$ cat src/rtl/pio_edge_event_sequencer.sv
// Avalon-MM master that services an edge-capturing PIO: on irq it reads and clears edge_capture, samples data, emits one event.
// Latency: irq sampled in IDLE at edge k -> evt_valid high after edge k+5; 7-cycle minimum event period with evt_ready high.
// Backpressure: OUT holds evt_* stable until evt_ready; new edges accumulate in the PIO capture register meanwhile.
// Optional timestamp counter: define PIO_SEQ_TIMESTAMP_EN (otherwise evt_time is constant 0).
module pio_edge_event_sequencer #(
  parameter logic [31:0] INIT_MASK = 32'hFFFF_FFFF,
  parameter int          TS_W      = 32
) (
  input  logic            clk,
  input  logic            reset,
  input  logic            en,
  input  logic [31:0]     cfg_mask,
  input  logic            cfg_mask_wr,
  output logic [1:0]      pio_address,
  output logic            pio_chipselect,
  output logic            pio_write_n,
  output logic [31:0]     pio_writedata,
  input  logic [31:0]     pio_readdata,
  input  logic            pio_irq,
  output logic            evt_valid,
  input  logic            evt_ready,
  output logic [31:0]     evt_capture,
  output logic [31:0]     evt_data,
  output logic [TS_W-1:0] evt_time,
  output logic            busy,
  output logic [15:0]     evt_count
);

  localparam logic [1:0] ADDR_DATA = 2'd0;
  localparam logic [1:0] ADDR_MASK = 2'd2;
  localparam logic [1:0] ADDR_EDGE = 2'd3;

  typedef enum logic [2:0] {
    S_WR_MASK,
    S_IDLE,
    S_RD_CAP,
    S_CAP_LAT,
    S_CLR_CAP,
    S_RD_DAT,
    S_DAT_LAT,
    S_OUT
  } state_t;

  state_t      state_q, state_d;
  logic [31:0] mask_q, mask_d;
  logic        pend_q, pend_d;
  logic [31:0] pend_val_q, pend_val_d;

  logic [1:0]  addr_q, addr_d;
  logic        cs_q, cs_d;
  logic        wn_q, wn_d;
  logic [31:0] wdata_q, wdata_d;

  logic        valid_q;
  logic [31:0] cap_q;
  logic [31:0] dat_q;
  logic [15:0] cnt_q;
  logic        busy_q;

  // Next-state logic, irq-mask bookkeeping and deferral of mask requests that arrive outside IDLE.
  always_comb begin
    state_d    = state_q;
    mask_d     = mask_q;
    pend_d     = pend_q;
    pend_val_d = pend_val_q;
    unique case (state_q)
      // Leave only once the mask write is actually on the bus; out of reset
      // the bus is still idle, so the first cycle here launches the write.
      S_WR_MASK: if (cs_q) state_d = S_IDLE;
      S_IDLE: begin
        if (cfg_mask_wr || pend_q) begin
          // A fresh pulse supersedes an older pending value.
          mask_d  = cfg_mask_wr ? cfg_mask : pend_val_q;
          pend_d  = 1'b0;
          state_d = S_WR_MASK;
        end else if (en && pio_irq) begin
          state_d = S_RD_CAP;
        end
      end
      S_RD_CAP:  state_d = S_CAP_LAT;
      // Zero capture means the irq was spurious: no clear, no event.
      S_CAP_LAT: state_d = (pio_readdata == 32'd0) ? S_IDLE : S_CLR_CAP;
      S_CLR_CAP: state_d = S_RD_DAT;
      S_RD_DAT:  state_d = S_DAT_LAT;
      S_DAT_LAT: state_d = S_OUT;
      S_OUT:     if (evt_ready) state_d = S_IDLE;
      default:   state_d = S_IDLE;
    endcase
    if (cfg_mask_wr && (state_q != S_IDLE)) begin
      pend_d     = 1'b1;
      pend_val_d = cfg_mask;
    end
  end

  // Bus access decode from the next state so each access is driven during its own state cycle.
  always_comb begin
    addr_d  = ADDR_DATA;
    cs_d    = 1'b0;
    wn_d    = 1'b1;
    wdata_d = 32'd0;
    unique case (state_d)
      S_WR_MASK: begin
        addr_d  = ADDR_MASK;
        cs_d    = 1'b1;
        wn_d    = 1'b0;
        wdata_d = mask_d;
      end
      S_RD_CAP: begin
        addr_d = ADDR_EDGE;
        cs_d   = 1'b1;
      end
      S_CLR_CAP: begin
        addr_d  = ADDR_EDGE;
        cs_d    = 1'b1;
        wn_d    = 1'b0;
        wdata_d = 32'hFFFF_FFFF;
      end
      S_RD_DAT: begin
        addr_d = ADDR_DATA;
        cs_d   = 1'b1;
      end
      default: ;
    endcase
  end

  // Control state: FSM, irq mask and the pending mask request.
  always_ff @(posedge clk or posedge reset) begin
    if (reset) begin
      state_q    <= S_WR_MASK;
      mask_q     <= INIT_MASK;
      pend_q     <= 1'b0;
      pend_val_q <= 32'd0;
    end else begin
      state_q    <= state_d;
      mask_q     <= mask_d;
      pend_q     <= pend_d;
      pend_val_q <= pend_val_d;
    end
  end

  // Registered Avalon-MM master outputs and busy flag.
  always_ff @(posedge clk or posedge reset) begin
    if (reset) begin
      addr_q  <= ADDR_DATA;
      cs_q    <= 1'b0;
      wn_q    <= 1'b1;
      wdata_q <= 32'd0;
      busy_q  <= 1'b1;
    end else begin
      addr_q  <= addr_d;
      cs_q    <= cs_d;
      wn_q    <= wn_d;
      wdata_q <= wdata_d;
      busy_q  <= (state_d != S_IDLE);
    end
  end

  // Event payload capture, valid flag and accepted-event counter.
  always_ff @(posedge clk or posedge reset) begin
    if (reset) begin
      valid_q <= 1'b0;
      cap_q   <= 32'd0;
      dat_q   <= 32'd0;
      cnt_q   <= 16'd0;
    end else begin
      valid_q <= (state_d == S_OUT);
      if (state_q == S_CAP_LAT) cap_q <= pio_readdata;
      if (state_q == S_DAT_LAT) dat_q <= pio_readdata;
      if (valid_q && evt_ready) cnt_q <= cnt_q + 16'd1;
    end
  end

`ifdef PIO_SEQ_TIMESTAMP_EN
  logic [TS_W-1:0] ts_cnt_q;
  logic [TS_W-1:0] ts_q;
  logic            ts_take;

  assign ts_take = (state_q == S_IDLE) && (state_d == S_RD_CAP);

  // Free-running timestamp, snapshotted when an irq is accepted.
  always_ff @(posedge clk or posedge reset) begin
    if (reset) begin
      ts_cnt_q <= '0;
      ts_q     <= '0;
    end else begin
      ts_cnt_q <= ts_cnt_q + TS_W'(1);
      if (ts_take) ts_q <= ts_cnt_q;
    end
  end

  assign evt_time = ts_q;
`else
  assign evt_time = '0;
`endif

  assign pio_address    = addr_q;
  assign pio_chipselect = cs_q;
  assign pio_write_n    = wn_q;
  assign pio_writedata  = wdata_q;
  assign evt_valid      = valid_q;
  assign evt_capture    = cap_q;
  assign evt_data       = dat_q;
  assign busy           = busy_q;
  assign evt_count      = cnt_q;

endmodule

$ cat config.mk
export PLATFORM = sky130hd
export DESIGN_NAME = pio_edge_event_sequencer
export DESIGN_NICKNAME = d
export VERILOG_FILES = /design/src/rtl/pio_edge_event_sequencer.sv
export SDC_FILE = /design/constraint.sdc
export NUM_CORES = 1
export LEC_CHECK = 0
export CORE_MARGIN = 2
export CORE_UTILIZATION = 30
export DETAILED_ROUTE_END_ITERATION = 6
export PLACE_DENSITY_LB_ADDON = 0.12
export SLEW_MARGIN = 30
export SYNTH_ARGS = -nofsm -noshare
export SYNTH_HDL_FRONTEND = slang
export SYNTH_SLANG_ARGS = --single-unit
$ cat constraint.sdc
create_clock -name clk -period 7.4 [get_ports clk]
set_input_delay 0.74 -clock clk [delete_from_list [all_inputs] [get_ports clk]]
set_output_delay 0.74 -clock clk [all_outputs]
set_load 0.05 [all_outputs]
==> Flow_metrics.wiki, run 1 <==
{| class="wikitable"
! Metric !! Value
|-
| Run status || complete, no violations
|-
| Crit Path Category || in -> reg
|-
| Met2 Wirelength || ~9000 um
|-
| Final count of negative-setup-slack endpoints || 0
|-
| Post-route fraction of the period consumed by the critical path || between 40% and 50%
|-
| Relative slew margins || 41.4%
|-
| Final Total Pwr || roughly 5.2 mW
|-
| Primary flip-flop cell chosen by synthesis mapping || sky130_fd_sc_hd__dfrtp_1
|-
| Post-synthesis cell area || between 0.007 and 0.008 sq mm
|-
| Placed wire-length estimate || 12600 um
|-
| Net switching power figure || 2.33 mW
|-
| Logic gate share of total power || approximately half
|-
| Vias/cell || 4.46
|-
| Row count || 58
|-
| Placeable core region || 0.0253 sq mm
|-
| Largest fanout on the critical path || 25
|-
| Worst stage delay on the critical path || 720 ps
|-
| CP Data Arrival Time || 3270 ps
|-
| Type of destination of the critical path || flop
|-
| Post-route antenna net violation count || 0
|-
| Number of hold-repair buffers added at the cts stage || 0
|-
| Iter 0 DRT Violations || 165
|-
| Final GP Congestion || 0.755
|-
| Dominant cells by area after synthesis || sky130_fd_sc_hd__dfrtp_1, sky130_fd_sc_hd__mux2_2, sky130_fd_sc_hd__dfstp_2
|-
| Cell type with the largest total area after synthesis || sky130_fd_sc_hd__dfrtp_1
|-
| CP Data Required Time || 7660 ps
|-
| Maximum frequency from static timing analysis || 0.332 GHz
|-
| TritonCTS Buffers || 17
|-
| CTS H-tree depth || 4
|-
| Clock latency reported for the late side of the worst-skew pair || about 420 ps
|-
| Clock sinks || around 190
|-
| Crit start category || input port
|-
| Placed instance area || between 0.009 and 0.01 sq mm
|-
| P&R area growth vs syn || 33.7%
|-
| Transition time at the pin with the least slew margin || roughly 900 ps
|-
| Portion of synthesized cell area occupied by the leading cell type || about half
|-
| Die outline height || 165 um
|-
| Min Clock Period, post-route || ~3000 ps
|-
| Worst-path cell chain || clkdlybuf4s50_1 -> nor4_1 -> nand4_1 -> o21bai_2 -> a21boi_4 -> a21oi_1
|-
| Routed WL || 18300 um
|-
| Post-CTS resize count || 0
|-
| Flops & latches, synth || 186
|-
| Number of global-route vias before repair || 5362
|-
| Switching portion of total power || between 40% and 50%
|-
| Detail Route met3 WL || 1460 um
|-
| Uppermost layer routed || met4
|-
| Antenna diode count || 0
|-
| Pin count of the biggest net entering global routing || 121
|-
| Sequential Power Share || 33.2%
|-
| Unrepaired setup endpoints after global routing || no
|-
| Worst Hold Margin || 480 ps
|-
| Areal power density over the cells || 507 mW/mm^2
|-
| Antenna violations before repair || 1
|-
| Chip width || 165 um
|-
| Leading cell types by count after synthesis || sky130_fd_sc_hd__dfrtp_1, sky130_fd_sc_hd__mux2_2, sky130_fd_sc_hd__inv_1
|-
| Top Family by Delay on Critical Path || compound AO/OA/AOI/OAI gates
|-
| Fraction of final layout cells sized beyond drive strength 1 || 22.3%
|-
| Clock root cell || sky130_fd_sc_hd__clkbuf_16
|-
| Final number of hold-violating endpoints || 0
|-
| Count of flip-flops with a built-in enable after synthesis || 0
|-
| Utilization after layout || 41.0%
|-
| 1st-pass router iterations || 4
|-
| Routed length on met1 || 7570 um
|-
| Global-route wire length before repair || 29000 um
|-
| Routed wire length per instance || 16.4 um
|-
| Post-route DRC || 0
|-
| Reported max-cap violation count || 0
|-
| Max Root-Sink Buffers || 2
|-
| Area of all placed cells without fillers || 0.0103 sq mm
|-
| Clock-pin slew reported for the worst setup and hold paths after clock tree synthesis || 70 ps
|-
| Average cell area after synthesis || 13.1 sq um
|-
| Internal Dissipation || a little under 3 mW
|-
| Initial Utilization || 30.6%
|-
| Overall track demand over capacity in global routing || 13.9%
|-
| Fraction of the yosys area taken by sequential cells || 60.7%
|-
| Critical path buffer and inverter count || 1
|-
| Overall via count from detail_route || 4979
|-
| Final net count || 844
|-
| CP max-delay cell || sky130_fd_sc_hd__a21boi_4
|-
| Ys Warns || 0
|-
| Buffers on Ports || between 150 and 200
|-
| Async set-reset flop share out of synthesis || 100%
|-
| Sum Neg Setup Slack || 0 ps
|-
| Share of power burned in the clock network || 16.6%
|-
| Clock tree from TritonCTS || built
|-
| Num ports || 220
|-
| Number of pins with negative max-slew slack in the final report || 0
|-
| Worst min-delay path class || reg -> reg
|-
| Die ar. || 0.0271 sq mm
|-
| Area taken by multi-input logic gates || 0.00263 sq mm
|-
| Register Area || 0.00470 sq mm
|-
| Most used standard cell by instance count after synthesis || sky130_fd_sc_hd__dfrtp_1
|-
| Number of post-CTS setup repair buffers || 0
|-
| Total leakage power || roughly 4.6 nW
|-
| Post-Synthesis Cells || 592
|-
| Total of fill cells in the finished design || 2401
|-
| Overflow left after global routing || 0
|-
| Number of different library cells in the post-synthesis netlist || 40
|-
| Worst vdd rail ir drop || around 0.27 mV
|-
| Final clock skew || 9.05 ps
|}
[layout make-up]
class	instances	area share, %
well taps	330	3.99
clock inverters	14	1.22
clock buffers	18	4.15
multi-input cells	338	25.4
flip-flops and latches	186	45.4
repair buffers	192	18.4
inverters	38	1.45
[cells by family after synthesis]
| group | count (synthesis) | share of synthesized area (%) |
|---|---|---|
| buf+inv | 99 | 7.29 |
| other cells | 1 | 0.0485 |
| flops | 186 | 60.7 |
| xor+xnor | 15 | 1.70 |
| mux | 129 | 18.3 |
| fa+ha+maj | 1 | 0.162 |
| compound gates | 79 | 6.50 |
| simple gates | 82 | 5.37 |
[state kept, by name (all words and copies together) (netlist names)]
register / cells
busy: 1
evt_data: 32
pio_chipselect: 1
pend_q: 1
mask_q: 32
evt_valid: 1
pend_val_q: 32
pio_address: 2
pio_write_n: 1
evt_capture: 32
state_q: 3
pio_writedata: 32
evt_count: 16
[power groups by stage]
stage / registers, mW / logic (mW) / clock network (mW)
floorplan: 2.65 / 0.942 / 0
detailed placement: 1.76 / 2.66 / 0
finish: 1.74 / 2.63 / 0.872
global route: 1.80 / 2.81 / 0.947
global placement: 1.74 / 2.62 / 0
CTS: 1.75 / 2.67 / 0.901
[cells in the final DEF, fill, tap and decap left out, types with 3 or more instances in the layout]
| master | count |
|---|---|
| sky130_fd_sc_hd__a21o_1 | 32 |
| sky130_fd_sc_hd__inv_6 | 4 |
| sky130_fd_sc_hd__clkinvlp_4 | 4 |
| sky130_fd_sc_hd__nand2_1 | 5 |
| sky130_fd_sc_hd__dfrtp_1 | 152 |
| sky130_fd_sc_hd__mux2_2 | 95 |
| sky130_fd_sc_hd__nand3_1 | 10 |
| sky130_fd_sc_hd__buf_4 | 4 |
| sky130_fd_sc_hd__nand4_1 | 5 |
| sky130_fd_sc_hd__xnor2_1 | 10 |
| sky130_fd_sc_hd__nor2_1 | 36 |
| sky130_fd_sc_hd__nor3_1 | 7 |
| sky130_fd_sc_hd__clkbuf_16 | 17 |
| sky130_fd_sc_hd__inv_1 | 37 |
| sky130_fd_sc_hd__conb_1 | 32 |
| sky130_fd_sc_hd__nor4_1 | 8 |
| sky130_fd_sc_hd__mux2i_1 | 32 |
| sky130_fd_sc_hd__o21ai_0 | 4 |
| sky130_fd_sc_hd__o21ai_1 | 7 |
| sky130_fd_sc_hd__a21oi_1 | 25 |
| sky130_fd_sc_hd__xor2_1 | 5 |
| sky130_fd_sc_hd__dfstp_2 | 34 |
| sky130_fd_sc_hd__clkdlybuf4s50_1 | 186 |
| sky130_fd_sc_hd__and3_1 | 3 |
| sky130_fd_sc_hd__inv_8 | 6 |
[through the flow]
| step | worst slack [ps] | instances |
|---|---|---|
| after floorplan | 1660 | 623 |
| after global placement | 3280 | 1083 |
| after detailed placement | 3480 | 1084 |
| after CTS | 3920 | 1116 |
| after global routing | 4090 | 1116 |
| final | 4390 | 1116 |
[routing by layer]
metal	GRT usage, %	vias to the layer above
met5	0	-
met4	4.43	0
li1	-	2313
met3	5.10	18
met1	16.8	2499
met2	23.1	149
[final timing paths]
check | slack (ps) | cells past startpoint | startpoint | end
max in group asynchronous | 5110 | 3 | reset | pend_val_q[0]$_DFFE_PP0P_
setup reg to reg | 4620 | 5 | state_q[2]$_DFF_PP0_ | pio_writedata[14]$_DFF_PP0_
hold reg to reg | 480 | 1 | evt_count[15]$_DFFE_PP0P_ | evt_count[15]$_DFFE_PP0P_
setup / recovery | 4390 | 6 | pio_readdata[27] | pio_writedata[14]$_DFF_PP0_
min in group asynchronous | 900 | 2 | reset | evt_count[5]$_DFFE_PP0P_
hold / removal | 480 | 1 | evt_count[15]$_DFFE_PP0P_ | evt_count[15]$_DFFE_PP0P_
No activity file was read; power rests on OpenSTA's default activity.
==> inputs of run 2 (changes only) <==
==> constraint.sdc (replaced) <==
create_clock -name clk -period 2.64 [get_ports clk]
set_input_delay 0.264 -clock clk [delete_from_list [all_inputs] [get_ports clk]]
set_output_delay 0.264 -clock clk [all_outputs]
set_load 0.05 [all_outputs]
==> run 2 against run 1 <==
Compared with the run above:
- wire length increased by 2.9%
- utilization up 0.57 points
- sequential cell count unchanged
- non-clock buffer count increased by 8
- design area grew 1.4%
- highest routed layer unchanged
- critical endpoint is now busy
- critical path type is now reg -> out
- clock power grew to 3.0 times the previous value
- global-route usage up 0.39 points
- via count increased by 0.84%
- power increased to 2.9 times the previous value
- setup slack worse by 3800 ps
- count of clock-buffer cells in the layout down 1
- die area stayed put
==> Flow_metrics.wiki, run 2 (same netlist as run 1, synthesis figures left out) <==
{| class="wikitable"
! Metric !! Value
|-
| Run status || complete, no violations (unchanged)
|-
| Most common cell after layout, fill and taps aside || sky130_fd_sc_hd__clkdlybuf4s50_1 (unchanged)
|-
| CP Data Arrival Time || 1820 ps (was 3270 ps)
|-
| CTS H-tree depth || 4 (unchanged)
|-
| Post-route fraction of the period consumed by the critical path || 79.1%
|-
| Final Total Pwr || 15.0 mW (was 5.24 mW)
|-
| Number of hold-repair buffers added at the cts stage || 0 (unchanged)
|-
| Final count of negative-setup-slack endpoints || 0 (unchanged)
|-
| Cell Count, Final, Fillers Out || 1124 (was 1116)
|-
| Fraction of final layout cells sized beyond drive strength 1 || 23.0% (was 22.3%)
|-
| Die outline height || 165 um (unchanged)
|-
| Final clock skew || 11.8 ps (was 9.05 ps)
|-
| Post-CTS resize count || 0 (unchanged)
|-
| Overall track demand over capacity in global routing || 14.3% (was 13.9%)
|-
| Relative slew margins || 42.2% (was 41.4%)
|-
| Final GP Congestion || 0.802 (was 0.755)
|-
| Worst vdd rail ir drop || 0.878 mV (was 0.269 mV)
|-
| Top Family by Delay on Critical Path || buffers and inverters (was compound AO/OA/AOI/OAI gates)
|-
| Post-route worst setup slack || 552 ps (was 4390 ps)
|-
| Final net count || 852 (was 844)
|-
| Worst stage delay on the critical path || 880 ps (was 720 ps)
|-
| Crit start category || flop (was input port)
|-
| Overall via count from detail_route || 5021 (was 4979)
|-
| CP max-delay cell || sky130_fd_sc_hd__clkdlybuf4s50_1 (was sky130_fd_sc_hd__a21boi_4)
|-
| Area of all placed cells without fillers || 0.0105 sq mm (was 0.0103 sq mm)
|-
| Sum Neg Setup Slack || 0 ps (unchanged)
|-
| Routed WL || 18800 um (was 18300 um)
|-
| Clock sinks || 186 (unchanged)
|-
| Clock latency reported for the late side of the worst-skew pair || 430 ps (was 420 ps)
|-
| Chip width || 165 um (unchanged)
|-
| Die ar. || 0.0271 sq mm (unchanged)
|-
| Overflow left after global routing || 0 (unchanged)
|-
| Clock tree from TritonCTS || built (unchanged)
|-
| Maximum frequency from static timing analysis || between 0.4 and 0.5 GHz
|-
| Total leakage power || 4.70 nW (was 4.63 nW)
|-
| Global-route wire length before repair || 29600 um (was 29000 um)
|-
| Initial Utilization || 30.6% (unchanged)
|-
| Worst min-delay path class || in -> async (was reg -> reg)
|-
| Commonest cells after routing, fill and taps aside || sky130_fd_sc_hd__clkdlybuf4s50_1, sky130_fd_sc_hd__dfrtp_1, sky130_fd_sc_hd__mux2_2, sky130_fd_sc_hd__inv_1, sky130_fd_sc_hd__nor2_1 (unchanged)
|-
| Placed wire-length estimate || 13200 um (was 12600 um)
|-
| Min Clock Period, post-route || 2090 ps
|-
| Pin count of the biggest net entering global routing || 76 (was 121)
|-
| Clock-pin slew reported for the worst setup and hold paths after clock tree synthesis || 70 ps (about the same)
|-
| TritonCTS Buffers || 17 (unchanged)
|-
| Worst slack at placement || 229 ps (was 3480 ps)
|-
| Antenna diode count || 0 (unchanged)
|-
| Buffers on Ports || 187 (unchanged)
|-
| Num ports || 220 (unchanged)
|-
| Number of post-CTS setup repair buffers || 0 (unchanged)
|-
| Total of fill cells in the finished design || 2357 (was 2401)
|-
| Final number of hold-violating endpoints || 0 (unchanged)
|-
| Number of pins with negative max-slew slack in the final report || 0 (unchanged)
|-
| Reported max-cap violation count || 0 (unchanged)
|-
| 1st-pass router iterations || 5 (was 4)
|-
| Post-route antenna net violation count || 0 (unchanged)
|-
| Row count || 58 (unchanged)
|-
| Transition time at the pin with the least slew margin || 868 ps (was 878 ps)
|-
| Iter 0 DRT Violations || 208 (was 165)
|-
| Antenna violations before repair || 2 (was 1)
|-
| Start point of the critical path || busy$_DFF_PP1_ (was pio_readdata[27])
|-
| Placeable core region || 0.0253 sq mm (unchanged)
|-
| Placed cell count || 1092 (was 1084)
|-
| CP Data Required Time || 2380 ps (was 7660 ps)
|-
| Areal power density over the cells || 1430 mW/mm^2 (was 507 mW/mm^2)
|-
| Post-route DRC || 0 (unchanged)
|-
| Type of destination of the critical path || primary output (was flop)
|-
| Critical path buffer and inverter count || 1 (unchanged)
|-
| Worst-path cell chain || clkdlybuf4s50_1 (was clkdlybuf4s50_1 -> nor4_1 -> nand4_1 -> o21bai_2 -> a21boi_4 -> a21oi_1)
|-
| Max Root-Sink Buffers || 2 (unchanged)
|-
| Crit Path Category || reg -> out (was in -> reg)
|-
| Routed wire length per instance || 16.7 um (was 16.4 um)
|-
| Vias/cell || 4.47 (was 4.46)
|-
| Placed instance area || 0.00989 sq mm (was 0.00978 sq mm)
|-
| Largest fanout on the critical path || 1 (was 25)
|-
| P&R area growth vs syn || 35.6% (was 33.7%)
|-
| Number of global-route vias before repair || 5403 (was 5362)
|-
| Worst Hold Margin || 134 ps (was 480 ps)
|-
| Utilization after layout || 41.6% (was 41.0%)
|-
| Unrepaired setup endpoints after global routing || no (unchanged)
|-
| Startpoint of the lowest-slack register-to-register path || state_q[2]$_DFF_PP0_ (unchanged)
|-
| Clock root cell || sky130_fd_sc_hd__clkbuf_16 (unchanged)
|}
run 2: final timing paths:
kind,slack (ps),cells after the start,end
max,550,1,busy
min,130,2,evt_count[13]$_DFFE_PP0P_
max reg2reg,580,7,pio_address[0]$_DFF_PP0_
min reg2reg,490,1,evt_count[15]$_DFFE_PP0P_
max in group asynchronous,1800,3,mask_q[18]$_DFF_PP1_
min in group clk,260,3,pend_q$_DFFE_PP0P_
run 2: per-layer routing:
| metal | track usage, % | wire, um | up-vias |
|---|---|---|---|
| li1 | - | - | 2326 |
| met1 | 16.8 | 7760 | 2524 |
| met2 | 23.9 | 9190 | 150 |
| met3 | 5.73 | 1500 | 21 |
| met4 | 4.78 | 373 | 0 |
| met5 | 0 | 0 | - |
run 2: area by class of cell:
type                            count  area, sq um  area share [%]
Sequential cell                   186         4700            44.8
Multi-Input combinational cell    338         2610            24.8
Timing Repair Buffer              200         2030            19.3
Clock buffer                       17          425            4.05
Tap cell                          330          413            3.93
Clock inverter                     15          179            1.71
Inverter                           38          146            1.40
run 2: where the power goes:
group / internal (mW) / switching, mW / total [mW]
Sequential: 4.26 / 0.616 / 4.88
Combinational: 2.76 / 4.75 / 7.51
Clock: 1.43 / 1.21 / 2.64
Total: 8.46 / 6.57 / 15.0
==> inputs of run 3 (changes only) <==
==> constraint.sdc (replaced) <==
create_clock -name clk -period 1.95 [get_ports clk]
set_input_delay 0.195 -clock clk [delete_from_list [all_inputs] [get_ports clk]]
set_output_delay 0.195 -clock clk [all_outputs]
set_load 0.05 [all_outputs]
==> run 3 against run 2 <==
Compared with the run above:
- global-route usage is 0.061 points higher
- clock power up 32%
- sequential power rose by 34%
- cell count increased by 3.4%
- wire length down 0.12%
- clock skew fell by 0.98 ps
- setup slack worse by 490 ps
- via count rose by 1.1%
- critical path depth did not move
- critical endpoint is now evt_count[5]
- largest cell class unchanged
==> Flow_metrics.wiki, run 3 (same netlist as run 1, synthesis figures left out) <==
{| class="wikitable"
! Metric !! Value
|-
| Sequential Power Share || 32.1% (was 32.5%)
|-
| Crit start category || flop (unchanged)
|-
| Worst slack at placement || -360 ps (was 229 ps)
|-
| CP max-delay cell || sky130_fd_sc_hd__clkdlybuf4s50_1 (unchanged)
|-
| Maximum frequency from static timing analysis || 0.529 GHz
|-
| Final GP Congestion || 0.767 (was 0.802)
|-
| Global routing met2 resource utilization || 24.0% (was 23.9%)
|-
| CP Data Required Time || 1750 ps (was 2380 ps)
|-
| Relative slew margins || 61.0% (was 42.2%)
|-
| Min Clock Period, post-route || 1890 ps
|-
| Internal Dissipation || 11.6 mW (was 8.46 mW)
|-
| Pin count of the biggest net entering global routing || 78 (was 76)
|-
| Largest fanout on the critical path || 5 (was 1)
|-
| Unrepaired setup endpoints after global routing || no (unchanged)
|-
| Placed wire-length estimate || 13400 um (was 13200 um)
|-
| Final number of hold-violating endpoints || 0 (unchanged)
|-
| Worst vdd rail ir drop || 0.909 mV (was 0.878 mV)
|-
| Post-route worst setup slack || 58.4 ps (was 552 ps)
|-
| Crit Path Category || reg -> out (unchanged)
|-
| Number of post-CTS setup repair buffers || 0 (unchanged)
|-
| Utilization after layout || 42.8% (was 41.6%)
|-
| Cells on worst reg2reg path || 6 (was 7)
|-
| Global-route layer with the greatest usage || met2 (unchanged)
|-
| Placeable core region || 0.0253 sq mm (unchanged)
|-
| Clock sinks || 186 (unchanged)
|-
| CTS H-tree depth || 4 (unchanged)
|-
| Clock latency reported for the late side of the worst-skew pair || 420 ps (was 430 ps)
|-
| Clock tree from TritonCTS || built (unchanged)
|-
| Critical path buffer and inverter count || 1 (unchanged)
|-
| Transition time at the pin with the least slew margin || 584 ps (was 868 ps)
|-
| Final net count || 888 (was 852)
|-
| Net switching power figure || 8.90 mW (was 6.57 mW)
|-
| TritonCTS Buffers || 17 (unchanged)
|-
| Die ar. || 0.0271 sq mm (unchanged)
|-
| Post-route fraction of the period consumed by the critical path || 97.0%
|-
| Final Total Pwr || 20.5 mW (was 15.0 mW)
|-
| Post-route DRC || 0 (unchanged)
|-
| Areal power density over the cells || 1890 mW/mm^2 (was 1430 mW/mm^2)
|-
| Worst stage delay on the critical path || 840 ps (was 880 ps)
|-
| Worst-path cell chain || clkdlybuf4s50_1 (unchanged)
|-
| Share of power burned in the clock network || 17.0% (was 17.6%)
|-
| Top Family by Delay on Critical Path || buffers and inverters (unchanged)
|-
| Num ports || 220 (unchanged)
|-
| Reg2Reg Setup Slack || 270 ps (was 580 ps)
|-
| Antenna violations before repair || 2 (unchanged)
|-
| Type of destination of the critical path || primary output (unchanged)
|-
| Row count || 58 (unchanged)
|-
| Number of global-route vias before repair || 5554 (was 5403)
|-
| Commonest cells after routing, fill and taps aside || sky130_fd_sc_hd__clkdlybuf4s50_1, sky130_fd_sc_hd__dfrtp_1, sky130_fd_sc_hd__mux2_2, sky130_fd_sc_hd__buf_4, sky130_fd_sc_hd__inv_1 (was sky130_fd_sc_hd__clkdlybuf4s50_1, sky130_fd_sc_hd__dfrtp_1, sky130_fd_sc_hd__mux2_2, sky130_fd_sc_hd__inv_1, sky130_fd_sc_hd__nor2_1)
|-
| Run status || complete, no violations (unchanged)
|-
| Final clock skew || 10.8 ps (was 11.8 ps)
|-
| Startpoint of the lowest-slack register-to-register path || state_q[0]$_DFF_PP0_ (was state_q[2]$_DFF_PP0_)
|-
| Iter 0 DRT Violations || 192 (was 208)
|-
| Worst Hold Margin || 259 ps (was 134 ps)
|-
| Overflow left after global routing || 0 (unchanged)
|-
| Most common cell after layout, fill and taps aside || sky130_fd_sc_hd__clkdlybuf4s50_1 (unchanged)
|-
| Met1 Use GR || 17.3% (was 16.8%)
|-
| CP Data Arrival Time || 1700 ps (was 1820 ps)
|-
| Buffers on Ports || 187 (unchanged)
|-
| Clock-pin slew reported for the worst setup and hold paths after clock tree synthesis || 70 ps (about the same)
|-
| Fraction of final layout cells sized beyond drive strength 1 || 26.6% (was 23.0%)
|-
| Global-route wire length before repair || 30100 um (was 29600 um)
|-
| 1st-pass router iterations || 4 (was 5)
|-
| Die outline height || 165 um (unchanged)
|-
| P&R area growth vs syn || 39.7% (was 35.6%)
|-
| Routed wire length per instance || 16.2 um (was 16.7 um)
|-
| Clock root cell || sky130_fd_sc_hd__clkbuf_16 (unchanged)
|-
| Overall track demand over capacity in global routing || 14.4% (was 14.3%)
|-
| Switching portion of total power || 43.5% (was 43.7%)
|-
| Chip width || 165 um (unchanged)
|-
| Crit Reg-Reg Endpoint || pio_writedata[27]$_DFF_PP0_ (was pio_address[0]$_DFF_PP0_)
|-
| Total leakage power || 4.94 nW (was 4.70 nW)
|-
| Max Root-Sink Buffers || 2 (unchanged)
|-
| Number of pins with negative max-slew slack in the final report || 0 (unchanged)
|-
| Sum Neg Setup Slack || 0 ps (unchanged)
|-
| Initial Utilization || 30.6% (unchanged)
|-
| Final count of negative-setup-slack endpoints || 0 (unchanged)
|-
| Reported max-cap violation count || 0 (unchanged)
|-
| Post-route antenna net violation count || 0 (unchanged)
|-
| Worst min-delay path class || in -> async (unchanged)
|-
| Routed WL || 18800 um (about the same)
|-
| Logic gate share of total power || 51.0% (was 50.0%)
|-
| Vias/cell || 4.37 (was 4.47)
|-
| Overall via count from detail_route || 5074 (was 5021)
|-
| Met3 track demand over resource in global routing || 5.55% (was 5.73%)
|}
run 3: per-stage QoR:
stage          area, sq um  instances
6_report             10800       1162
5_1_grt              10800       1160
4_1_cts              10800       1160
3_5_place_dp         10200       1128
3_3_place_gp         10200       1128
2_1_floorplan         7860        623
run 3: worst max path at each step:
| stage | start | end | depth (start not counted) |
|---|---|---|---|
| 6_report | evt_count[5]$_DFFE_PP0P_ | evt_count[5] | 1 |
| 5_1_grt | evt_count[5]$_DFFE_PP0P_ | evt_count[5] | 1 |
| 4_1_cts | evt_count[4]$_DFFE_PP0P_ | evt_count[4] | 1 |
| 3_5_place_dp | pio_readdata[13] | pio_writedata[27]$_DFF_PP0_ | 8 |
| 3_3_place_gp | pio_readdata[10] | pio_writedata[27]$_DFF_PP0_ | 8 |
| 2_1_floorplan | reset | evt_capture[0]$_DFFE_PP0P_ | 1 |
run 3: timing repair:
action | in CTS | in global routing
endpoints found under the hold margin | 0 | 0
gates cloned | 0 | 0
resized for setup | 1 | 4
hold buffers | 0 | 0
endpoints found under the setup margin | 1 | 4
run 3: power by group through the flow:
stage               clock network [mW]  logic (mW)  registers [mW]
finish                            3.48        10.4            6.56
CTS                               3.61        10.6            6.58
floorplan                            0        3.58            10.0
global route                      3.80        11.1            6.76
detailed placement                   0        10.6            6.64
global placement                     0        10.4            6.56
run 3: cell type report:
class | count | area, sq um
fillers | 2325 | 14400
flip-flops and latches | 186 | 4700
multi-input cells | 338 | 2610
repair buffers | 236 | 2340
clock buffers | 17 | 425
well taps | 330 | 413
clock inverters | 15 | 176
inverters | 38 | 146
diodes | 2 | 5.00
run 3: metal layers:
metal,routed length (um),vias to the layer above
met3,1450,17
li1,-,2405
met2,9300,138
met1,7740,2514
met5,0,-
met4,312,0
